[config.mk]
export PLATFORM = sky130hd
export DESIGN_NAME = acc_sequencer_6_bit_flat
export DESIGN_NICKNAME = d
export VERILOG_FILES = /design/src/rtl/acc_sequencer_6_bit_if.sv /design/src/rtl/acc_sequencer_6_bit.sv /design/src/flat_wrapper.sv
export SDC_FILE = /design/constraint.sdc
export NUM_CORES = 1
export LEC_CHECK = 0
export BUFFER_PORTS_ARGS = -buffer_cell sky130_fd_sc_hd__buf_4
export CAP_MARGIN = 15
export CORE_MARGIN = 8
export CORE_UTILIZATION = 25
export CTS_CLUSTER_SIZE = 16
export DETAILED_ROUTE_END_ITERATION = 10
export SLEW_MARGIN = 20
export SYNTH_ARGS = -nofsm -noshare
export SYNTH_HDL_FRONTEND = slang
export SYNTH_SLANG_ARGS = --single-unit
[constraint.sdc]
create_clock -name clk -period 2.14 [get_ports clk]
set_input_delay 0.428 -clock clk [delete_from_list [all_inputs] [get_ports clk]]
set_output_delay 0.428 -clock clk [all_outputs]
set_load 0.03 [all_outputs]
[src/rtl/acc_sequencer_6_bit_if.sv]
// Purpose : bundles the sequencer's operation handshake, adder drive/return and result handshake.
// Latency : none; wiring only.
// Backpr. : carries op_valid/op_ready and res_valid/res_ready; no buffering here.
// Ports   : slave modport = sequencer side, master modport = environment (op source, adder, consumer).
// Option  : ACC_OVF_FLAG_EN adds the 'of' signed-overflow flag.
interface acc_sequencer_6_bit_if #(
    parameter int WIDTH = 6
);
    logic             op_valid;
    logic             op_ready;
    logic [1:0]       op_code;
    logic [WIDTH-1:0] op_data;
    logic [WIDTH-1:0] add_a;
    logic [WIDTH-1:0] add_b;
    logic [WIDTH-1:0] add_r;
    logic             add_cf;
    logic             add_sf;
    logic             add_zf;
    logic             res_valid;
    logic             res_ready;
    logic [WIDTH-1:0] res;
    logic             cf;
    logic             sf;
    logic             zf;
`ifdef ACC_OVF_FLAG_EN
    logic             of;
`endif

    modport slave (
        input  op_valid, op_code, op_data,
        input  add_r, add_cf, add_sf, add_zf,
        input  res_ready,
        output op_ready, add_a, add_b,
        output res_valid, res, cf, sf, zf
`ifdef ACC_OVF_FLAG_EN
        , output of
`endif
    );

    modport master (
        output op_valid, op_code, op_data,
        output add_r, add_cf, add_sf, add_zf,
        output res_ready,
        input  op_ready, add_a, add_b,
        input  res_valid, res, cf, sf, zf
`ifdef ACC_OVF_FLAG_EN
        , input of
`endif
    );
endinterface

[src/rtl/acc_sequencer_6_bit.sv]
// Purpose : accumulator sequencer feeding a 6-bit adder; LOAD/ADD/ADC/SUB, ADC and SUB via a second "+1" pass.
// Latency : accept->res_valid LOAD 1, ADD 2, ADC(cf=0) 2, ADC(cf=1) 3, SUB 3 cycles.
// Backpr. : op_ready only in IDLE; result held in DONE until res_ready, then back to IDLE.
// Ports   : clk, rst (sync, active-high), bus (acc_sequencer_6_bit_if.slave).
// Option  : define ACC_OVF_FLAG_EN to add the registered signed-overflow flag bus.of.
module acc_sequencer_6_bit #(
    parameter int WIDTH = 6
) (
    input  logic                  clk,
    input  logic                  rst,
    acc_sequencer_6_bit_if.slave  bus
);
    localparam int MSB = WIDTH - 1;

    localparam logic [1:0] OP_LOAD = 2'b00;
    localparam logic [1:0] OP_ADD  = 2'b01;
    localparam logic [1:0] OP_ADC  = 2'b10;
    localparam logic [1:0] OP_SUB  = 2'b11;

    typedef enum logic [1:0] {
        IDLE  = 2'd0,
        EXEC1 = 2'd1,
        EXEC2 = 2'd2,
        DONE  = 2'd3
    } state_t;

    state_t           state_q, state_d;
    logic [1:0]       code_q, code_d;
    logic [WIDTH-1:0] opnd_q, opnd_d;
    logic             c1_q, c1_d;
    logic [WIDTH-1:0] acc_q, acc_d;
    logic             cf_q, cf_d;
    logic             sf_q, sf_d;
    logic             zf_q, zf_d;
    // add_a_q doubles as the first-pass sum register during EXEC2.
    logic [WIDTH-1:0] add_a_q, add_a_d;
    logic [WIDTH-1:0] add_b_q, add_b_d;
    logic             res_valid_q, res_valid_d;
`ifdef ACC_OVF_FLAG_EN
    logic             of_q, of_d;
    logic             ovf_add, ovf_sub;

    // acc_q and opnd_q still hold the original operands until the op completes,
    // so these are valid on whichever pass produces the final sum.
    assign ovf_add = (acc_q[MSB] == opnd_q[MSB]) && (bus.add_r[MSB] != acc_q[MSB]);
    assign ovf_sub = (acc_q[MSB] != opnd_q[MSB]) && (bus.add_r[MSB] != acc_q[MSB]);
`endif

    always_comb begin
        state_d     = state_q;
        code_d      = code_q;
        opnd_d      = opnd_q;
        c1_d        = c1_q;
        acc_d       = acc_q;
        cf_d        = cf_q;
        sf_d        = sf_q;
        zf_d        = zf_q;
        add_a_d     = add_a_q;
        add_b_d     = add_b_q;
        res_valid_d = res_valid_q;
`ifdef ACC_OVF_FLAG_EN
        of_d        = of_q;
`endif
        case (state_q)
            IDLE: begin
                if (bus.op_valid) begin
                    code_d = bus.op_code;
                    opnd_d = bus.op_data;
                    if (bus.op_code == OP_LOAD) begin
                        acc_d       = bus.op_data;
                        cf_d        = 1'b0;
                        sf_d        = bus.op_data[MSB];
                        zf_d        = (bus.op_data == '0);
`ifdef ACC_OVF_FLAG_EN
                        of_d        = 1'b0;
`endif
                        res_valid_d = 1'b1;
                        state_d     = DONE;
                    end else begin
                        // Adder inputs are registered so they are stable for the whole EXEC1 cycle.
                        add_a_d = acc_q;
                        add_b_d = (bus.op_code == OP_SUB) ? ~bus.op_data : bus.op_data;
                        state_d = EXEC1;
                    end
                end
            end
            EXEC1: begin
                c1_d = bus.add_cf;
                // ADC consults the cf captured before this op; cf_q is untouched until the op ends.
                if ((code_q == OP_ADD) || ((code_q == OP_ADC) && !cf_q)) begin
                    acc_d       = bus.add_r;
                    cf_d        = bus.add_cf;
                    sf_d        = bus.add_sf;
                    zf_d        = bus.add_zf;
`ifdef ACC_OVF_FLAG_EN
                    of_d        = ovf_add;
`endif
                    add_a_d     = '0;
                    add_b_d     = '0;
                    res_valid_d = 1'b1;
                    state_d     = DONE;
                end else begin
                    // Second pass adds the missing carry-in (ADC) or the two's-complement +1 (SUB).
                    add_a_d = bus.add_r;
                    add_b_d = WIDTH'(1);
                    state_d = EXEC2;
                end
            end
            EXEC2: begin
                acc_d       = bus.add_r;
                cf_d        = c1_q | bus.add_cf;
                sf_d        = bus.add_sf;
                zf_d        = bus.add_zf;
`ifdef ACC_OVF_FLAG_EN
                of_d        = (code_q == OP_SUB) ? ovf_sub : ovf_add;
`endif
                add_a_d     = '0;
                add_b_d     = '0;
                res_valid_d = 1'b1;
                state_d     = DONE;
            end
            DONE: begin
                if (bus.res_ready) begin
                    res_valid_d = 1'b0;
                    state_d     = IDLE;
                end
            end
            default: begin
                state_d = IDLE;
            end
        endcase
    end

    always_ff @(posedge clk) begin
        if (rst) begin
            state_q     <= IDLE;
            code_q      <= OP_LOAD;
            opnd_q      <= '0;
            c1_q        <= 1'b0;
            acc_q       <= '0;
            cf_q        <= 1'b0;
            sf_q        <= 1'b0;
            zf_q        <= 1'b0;
            add_a_q     <= '0;
            add_b_q     <= '0;
            res_valid_q <= 1'b0;
`ifdef ACC_OVF_FLAG_EN
            of_q        <= 1'b0;
`endif
        end else begin
            state_q     <= state_d;
            code_q      <= code_d;
            opnd_q      <= opnd_d;
            c1_q        <= c1_d;
            acc_q       <= acc_d;
            cf_q        <= cf_d;
            sf_q        <= sf_d;
            zf_q        <= zf_d;
            add_a_q     <= add_a_d;
            add_b_q     <= add_b_d;
            res_valid_q <= res_valid_d;
`ifdef ACC_OVF_FLAG_EN
            of_q        <= of_d;
`endif
        end
    end

    assign bus.op_ready  = (state_q == IDLE) && !rst;
    assign bus.add_a     = add_a_q;
    assign bus.add_b     = add_b_q;
    assign bus.res_valid = res_valid_q;
    assign bus.res       = acc_q;
    assign bus.cf        = cf_q;
    assign bus.sf        = sf_q;
    assign bus.zf        = zf_q;
`ifdef ACC_OVF_FLAG_EN
    assign bus.of        = of_q;
`endif

endmodule

[src/flat_wrapper.sv]
// flat-port wrapper written by rule: the top's interface ports become plain ports
module acc_sequencer_6_bit_flat 
#(
    parameter int WIDTH = 6
)
  (clk, rst, bus_op_valid, bus_op_code, bus_op_data, bus_add_r, bus_add_cf, bus_add_sf, bus_add_zf, bus_res_ready, bus_op_ready, bus_add_a, bus_add_b, bus_res_valid, bus_res, bus_cf, bus_sf, bus_zf);
  acc_sequencer_6_bit_if #(.WIDTH(WIDTH)) bus_i ();
  input  logic clk;
  input  logic rst;
  input wire logic [$bits(bus_i.op_valid)-1:0] bus_op_valid;
  input wire logic [$bits(bus_i.op_code)-1:0] bus_op_code;
  input wire logic [$bits(bus_i.op_data)-1:0] bus_op_data;
  input wire logic [$bits(bus_i.add_r)-1:0] bus_add_r;
  input wire logic [$bits(bus_i.add_cf)-1:0] bus_add_cf;
  input wire logic [$bits(bus_i.add_sf)-1:0] bus_add_sf;
  input wire logic [$bits(bus_i.add_zf)-1:0] bus_add_zf;
  input wire logic [$bits(bus_i.res_ready)-1:0] bus_res_ready;
  output wire logic [$bits(bus_i.op_ready)-1:0] bus_op_ready;
  output wire logic [$bits(bus_i.add_a)-1:0] bus_add_a;
  output wire logic [$bits(bus_i.add_b)-1:0] bus_add_b;
  output wire logic [$bits(bus_i.res_valid)-1:0] bus_res_valid;
  output wire logic [$bits(bus_i.res)-1:0] bus_res;
  output wire logic [$bits(bus_i.cf)-1:0] bus_cf;
  output wire logic [$bits(bus_i.sf)-1:0] bus_sf;
  output wire logic [$bits(bus_i.zf)-1:0] bus_zf;
  assign bus_i.op_valid = bus_op_valid;
  assign bus_i.op_code = bus_op_code;
  assign bus_i.op_data = bus_op_data;
  assign bus_i.add_r = bus_add_r;
  assign bus_i.add_cf = bus_add_cf;
  assign bus_i.add_sf = bus_add_sf;
  assign bus_i.add_zf = bus_add_zf;
  assign bus_i.res_ready = bus_res_ready;
  assign bus_op_ready = bus_i.op_ready;
  assign bus_add_a = bus_i.add_a;
  assign bus_add_b = bus_i.add_b;
  assign bus_res_valid = bus_i.res_valid;
  assign bus_res = bus_i.res;
  assign bus_cf = bus_i.cf;
  assign bus_sf = bus_i.sf;
  assign bus_zf = bus_i.zf;
  acc_sequencer_6_bit #(.WIDTH(WIDTH)) u_core (.clk(clk), .rst(rst), .bus(bus_i));
endmodule
# --- After elaboration in Yosys (flattened, before gate mapping) ---
# Cells that the tools add are included.
word_totals:
  reg_bits: 27
  latchBits: 0
  mem_bits_rw: 0
  rom_bits: 0
  input_bits: 21
  output_inout_bits: 23
  n_memories: 0
classes:
  n_addsub: 0
  multipliers: 0
  n_div: 0
  n_lt_le_gt_ge: 0
  eq_ne: 11
  shifts: 0
  mux: 35
  n_bitwise: 2
  n_reduce_logical: 14
ops:
  columns: ["op", "n"]
  rows:
  - ["$mux W6", 9]
  - ["$pmux W6 S3", 3]
  - ["$mux W1", 15]
  - ["$pmux W1 S3", 3]
  - ["$eq A2 B2 Y1 const B", 4]
  - ["$pmux W2 S4", 1]
  - ["$reduce_and A4 Y1", 2]
  - ["$logic_not A6 Y1", 1]
  - ["$mux W2", 3]
  - ["$ne A2 B2 Y1 const B", 3]
  - ["$not A6 Y6", 1]
  - ["$eq A2 B1 Y1 const B", 2]
  - ["$logic_not A2 Y1", 2]
  - ["$ne A2 B1 Y1 const B", 2]
  - ["$pmux W1 S4", 1]
  - ["$reduce_and A2 Y1", 2]
  - ["$reduce_and A3 Y1", 1]
  - ["$reduce_bool A3 Y1", 1]
  - ["$logic_and A1 B1 Y1", 2]
  - ["$logic_not A1 Y1", 2]
  - ["$logic_or A1 B1 Y1", 1]
  - ["$or A1 B1 Y1", 1]

# --- Logic depth before layout (Yosys ltp) ---
depth:
  word_depth: 5
  mapped_depth: 8

# --- Least setup slack after synthesis ---
# No wires, ideal clock.
synth_path:
  kind: "register to register"
  from: "register u_core.state_q[0]"
  to: "register u_core.acc_q[2] (netlist: u_core.bus.res[2])"
  setup_ns: 0.079
  t_arrival_ns: 1.610
  path_slack_ns: 0.450
  stages_incl_launch_ff: 9
  cell_sequence: "dfxtp_1 -> inv_1 -> ha_1 -> buf_2 -> nand2b_1 -> a32oi_4 -> buf_6 -> nor2_2 -> a211oi_2"
synth_via:
  elab_chain_cells: 3
  word_cells_on_any_way: 9
  cone_classes: "eq/ne: 5; mux: 1; reduce/logical: 3"
synth_rtl:
  columns: ["element", "line_no", "source"]
  rows:
  - ["from (decl)", "acc_sequencer_6_bit.sv:27", "state_t state_q, state_d;"]
  - ["from (signal assigned)", "acc_sequencer_6_bit.sv:151", "state_q <= state_d;"]
  - ["$eq A2 B1 Y1, or another cell as far along", "acc_sequencer_6_bit.sv:64", "case (state_q)"]
  - ["$ne A2 B1 Y1 (no line), or another cell as far along", null, null]
  - ["$reduce_and A4 Y1 (no line)", null, null]
  - ["to (signal assigned)", "acc_sequencer_6_bit.sv:140", "acc_q <= '0;"]
  - ["to (signal assigned)", "acc_sequencer_6_bit.sv:155", "acc_q <= acc_d;"]
  - ["to (decl)", "acc_sequencer_6_bit.sv:31", "logic [WIDTH-1:0] acc_q, acc_d;"]
# Several ways; a longest one is shown, not always the timed one.
# A chain may end at the register's enable or synchronous reset.

# --- Final worst setup path ---
layout_path:
  from: "register u_core.state_q[1]"
  to: "register u_core.add_a_q[2] (netlist: u_core.bus.add_a[2])"
layout_via:
  elab_chain_cells: 3
  word_cells_on_any_way: 8
  cone_classes: "eq/ne: 4; mux: 1; reduce/logical: 3"
layout_rtl:
  columns: ["element", "line_no", "source"]
  rows:
  - ["$eq A2 B2 Y1, or another cell as far along", "acc_sequencer_6_bit.sv:64", null]
  - ["$reduce_bool A3 Y1 (no line) / $ne A2 B2 Y1 (equally long branches)", null, null]
  - ["$reduce_and A3 Y1 (no line)", null, null]
  - ["to (signal assigned)", "acc_sequencer_6_bit.sv:144", "add_a_q <= '0;"]
  - ["to (signal assigned)", "acc_sequencer_6_bit.sv:159", "add_a_q <= add_a_d;"]
  - ["to (decl)", "acc_sequencer_6_bit.sv:36", "logic [WIDTH-1:0] add_a_q, add_a_d;"]
# Several ways; a longest one is shown, not always the timed one.

==> flow_metrics.env <==
export IMPL_final_cell_mix="45 x buf_4, 27 x dfxtp_1, 16 x nor2_1"
export IMPL_fp_coreArea_um2=5140
export IMPL_preCtsSetupSlack_ns=0.236
export IMPL_drv_slew=0
export IMPL_syn_num_nets=168
export IMPL_grt_max_degree=24
export IMPL_ant_nets=0
export IMPL_final_nets=211
export IMPL_post_cts_buffers=0
export IMPL_clock_fmax_mhz=517
export IMPL_yosysSeqAreaShare_pct=40.2
export IMPL_ir_drop_v=0.000636
export IMPL_crit_type="reg2reg"
export IMPL_clock_path_buffers=2
export IMPL_drc_errors=0
export IMPL_clkTransAtPathRegs_ns=0.10
export IMPL_final_common_cell="buf_4"
export IMPL_synth_async_sr_flop_share_pct=0
export IMPL_cts_sinks=27
export IMPL_fin_crit_sh_pct=90.4
export IMPL_cts_inserted_buffers=3
export IMPL_drtIter0Drc=64
export IMPL_fin_util_pct=34.5
export IMPL_grtUsageMet2_pct=13.9
export IMPL_placed_area_um2=1730
export IMPL_syn_avg_cell_area_um2=9.40
export IMPL_start_util_pct=26.1
export IMPL_globalRouteMet3Util_pct=3.58
export IMPL_antenna_found_initial=0
export IMPL_hold_path_class="in2reg"
export IMPL_die_y_um=89.3
export IMPL_ys_ff_latch=27
export IMPL_dp_cells=251
export IMPL_hold_viol=0
export IMPL_ff2ff_path_depth=6
export IMPL_ios=44
export IMPL_grt_use_total_pct=9.18
export IMPL_die_width_um=89.3
export IMPL_synth_distinct_cells=35
export IMPL_grt_remaining_overflow=0
export IMPL_synth_edf_count=0
export IMPL_status="finished clean"
export IMPL_crit_required_ns=2.35
export IMPL_period_minus_slack_ns=1.93
export IMPL_grt_busiest_layer="met2"
export IMPL_syn_inst=143
export IMPL_finalClockSkew_ns=0.00518
export IMPL_yosysTopAreaCell="dfxtp_1"
export IMPL_std_cell_rows=26
export IMPL_cts_resized=0
export IMPL_setup_slack_ns=0.206
export IMPL_syn_cell_area_um2=1340
export IMPL_postLayoutCellArea_um2=1770
export IMPL_power_mw=2.60
export IMPL_area_growth_syn_to_layout_pct=32.0
export IMPL_htree_levels=1
export IMPL_die_area_um2=7980
export IMPL_fin_tns_setup_ns=0
export IMPL_place_hpwl_um=2740
export IMPL_hold_slack_ns=0.402
export IMPL_hold_buffers=0
export IMPL_hold_path_depth=3
export IMPL_io_buffers=43
export IMPL_vias=1150
export IMPL_max_slew_worst_pin_slew_ns=0.541
export IMPL_cts_tree="yes"
export IMPL_ctsRootBufferMaster="clkbuf_8"
export IMPL_routed_wl_um=3620
export IMPL_worst_path_max_fanout=10
export IMPL_relSlewSlack_pct=63.7
export IMPL_start_kind="flop"
export IMPL_p_leak_nw=0.723
export IMPL_clkLatencyLatePin_ns=0.28
export IMPL_grt_pass1_wl_um=5700
export IMPL_gp_congestion=0.782
export IMPL_yosys_top_cells_area="dfxtp_1 40%, mux2i_1 8.9%, o2bb2ai_1 4.6%, a211oi_1 4.5%, nor2_1 4.5%"
export IMPL_final_cells=255
export IMPL_setup_violations_final=0
export IMPL_yosys_warnings=0
export IMPL_synth_top_area_share_pct=40.2
export IMPL_critPathCaptureType="flop"
export IMPL_antenna_cells=0
export IMPL_wire_per_inst_um=14.2
export IMPL_cap_violations=0
export IMPL_rsz0062_at_grt="false"
export IMPL_arrival_ns=2.14
export IMPL_drive_gt1_share_pct=29.2
export IMPL_vias_per_cell=4.51
export IMPL_synthFlopType="dfxtp_1"
export IMPL_use_met1_pct=12.0
export IMPL_dr_pass1_iters=5
export IMPL_cellPowerDensity_nw_per_um2=1460
export IMPL_grt_pass1_vias=1132
==> state kept, by name (all words and copies together), names as in the netlist <==
register and flops:
u_core.code_q 2, u_core.bus.add_b 6, u_core.bus.res 6, u_core.c1_q 1
u_core.bus.sf 1, u_core.bus.cf 1, u_core.bus.add_a 6, u_core.bus.zf 1
u_core.bus.res_valid 1, u_core.state_q 2
==> critical path, cell delays in order (launching register included) <==
cell	delay (ns)
dfxtp_1	0.41
inv_1	0.09
ha_1	0.30
nand2b_1	0.27
o21a_1	0.22
a211o_1	0.40
o2bb2ai_1	0.18
==> power breakdown <==
part	total, mW	switching [mW]	leakage, nW	internal, mW
logic	1.51	0.901	0.479	0.607
clock network	0.301	0.167	0.0228	0.134
registers	0.788	0.118	0.221	0.670
==> layer usage <==
layer  vias up  routed length [µm]
li1        602                   -
met1       514                1750
met2        32                1600
met3         2                 253
met4         0                  15
met5         -                   0
==> final cells by class <==
class / count / area [µm²]
fillers: 576 / 3370
multi-input cells: 106 / 752
flip-flops and latches: 27 / 541
repair buffers: 45 / 338
well taps: 70 / 87.6
clock buffers: 4 / 45.0
inverters: 3 / 11.3
==> cell families (layout without fill, tap and decap cells) <==
group	Yosys count	after routing	share of synthesized area, %
multiplexers	12	12	8.94
AO/OA/AOI/OAI	36	36	21.8
XOR/XNOR	6	6	3.91
buffers and inverters	10	52	3.82
adder cells (fa/ha/maj)	4	4	3.72
AND/OR/NAND/NOR	48	48	17.6
flip-flops	27	27	40.2
==> cells in the mapped netlist (2+ instances only) <==
| cell type | instances |
|---|---|
| xnor2_1 | 6 |
| inv_1 | 3 |
| nand2b_1 | 5 |
| dfxtp_1 | 27 |
| a211oi_1 | 8 |
| a21oi_1 | 6 |
| nor3_1 | 2 |
| clkbuf_1 | 3 |
| o2bb2ai_1 | 7 |
| ha_1 | 4 |
| nand2_1 | 12 |
| buf_2 | 2 |
| a22oi_1 | 6 |
| nor2b_1 | 2 |
| nor2_1 | 16 |
| mux2i_1 | 12 |
| nand3_1 | 4 |
==> final timing paths <==
path | to | start | slack (ns)
setup / recovery | u_core.bus.add_a[2] | u_core.state_q[1] | 0.21
hold / removal | u_core.c1_q | bus_add_cf | 0.40
setup reg to reg | u_core.bus.add_a[2] | u_core.state_q[1] | 0.21
hold reg to reg | u_core.code_q[1] | u_core.code_q[1] | 0.47
No activity file was read; power rests on OpenSTA's default activity.
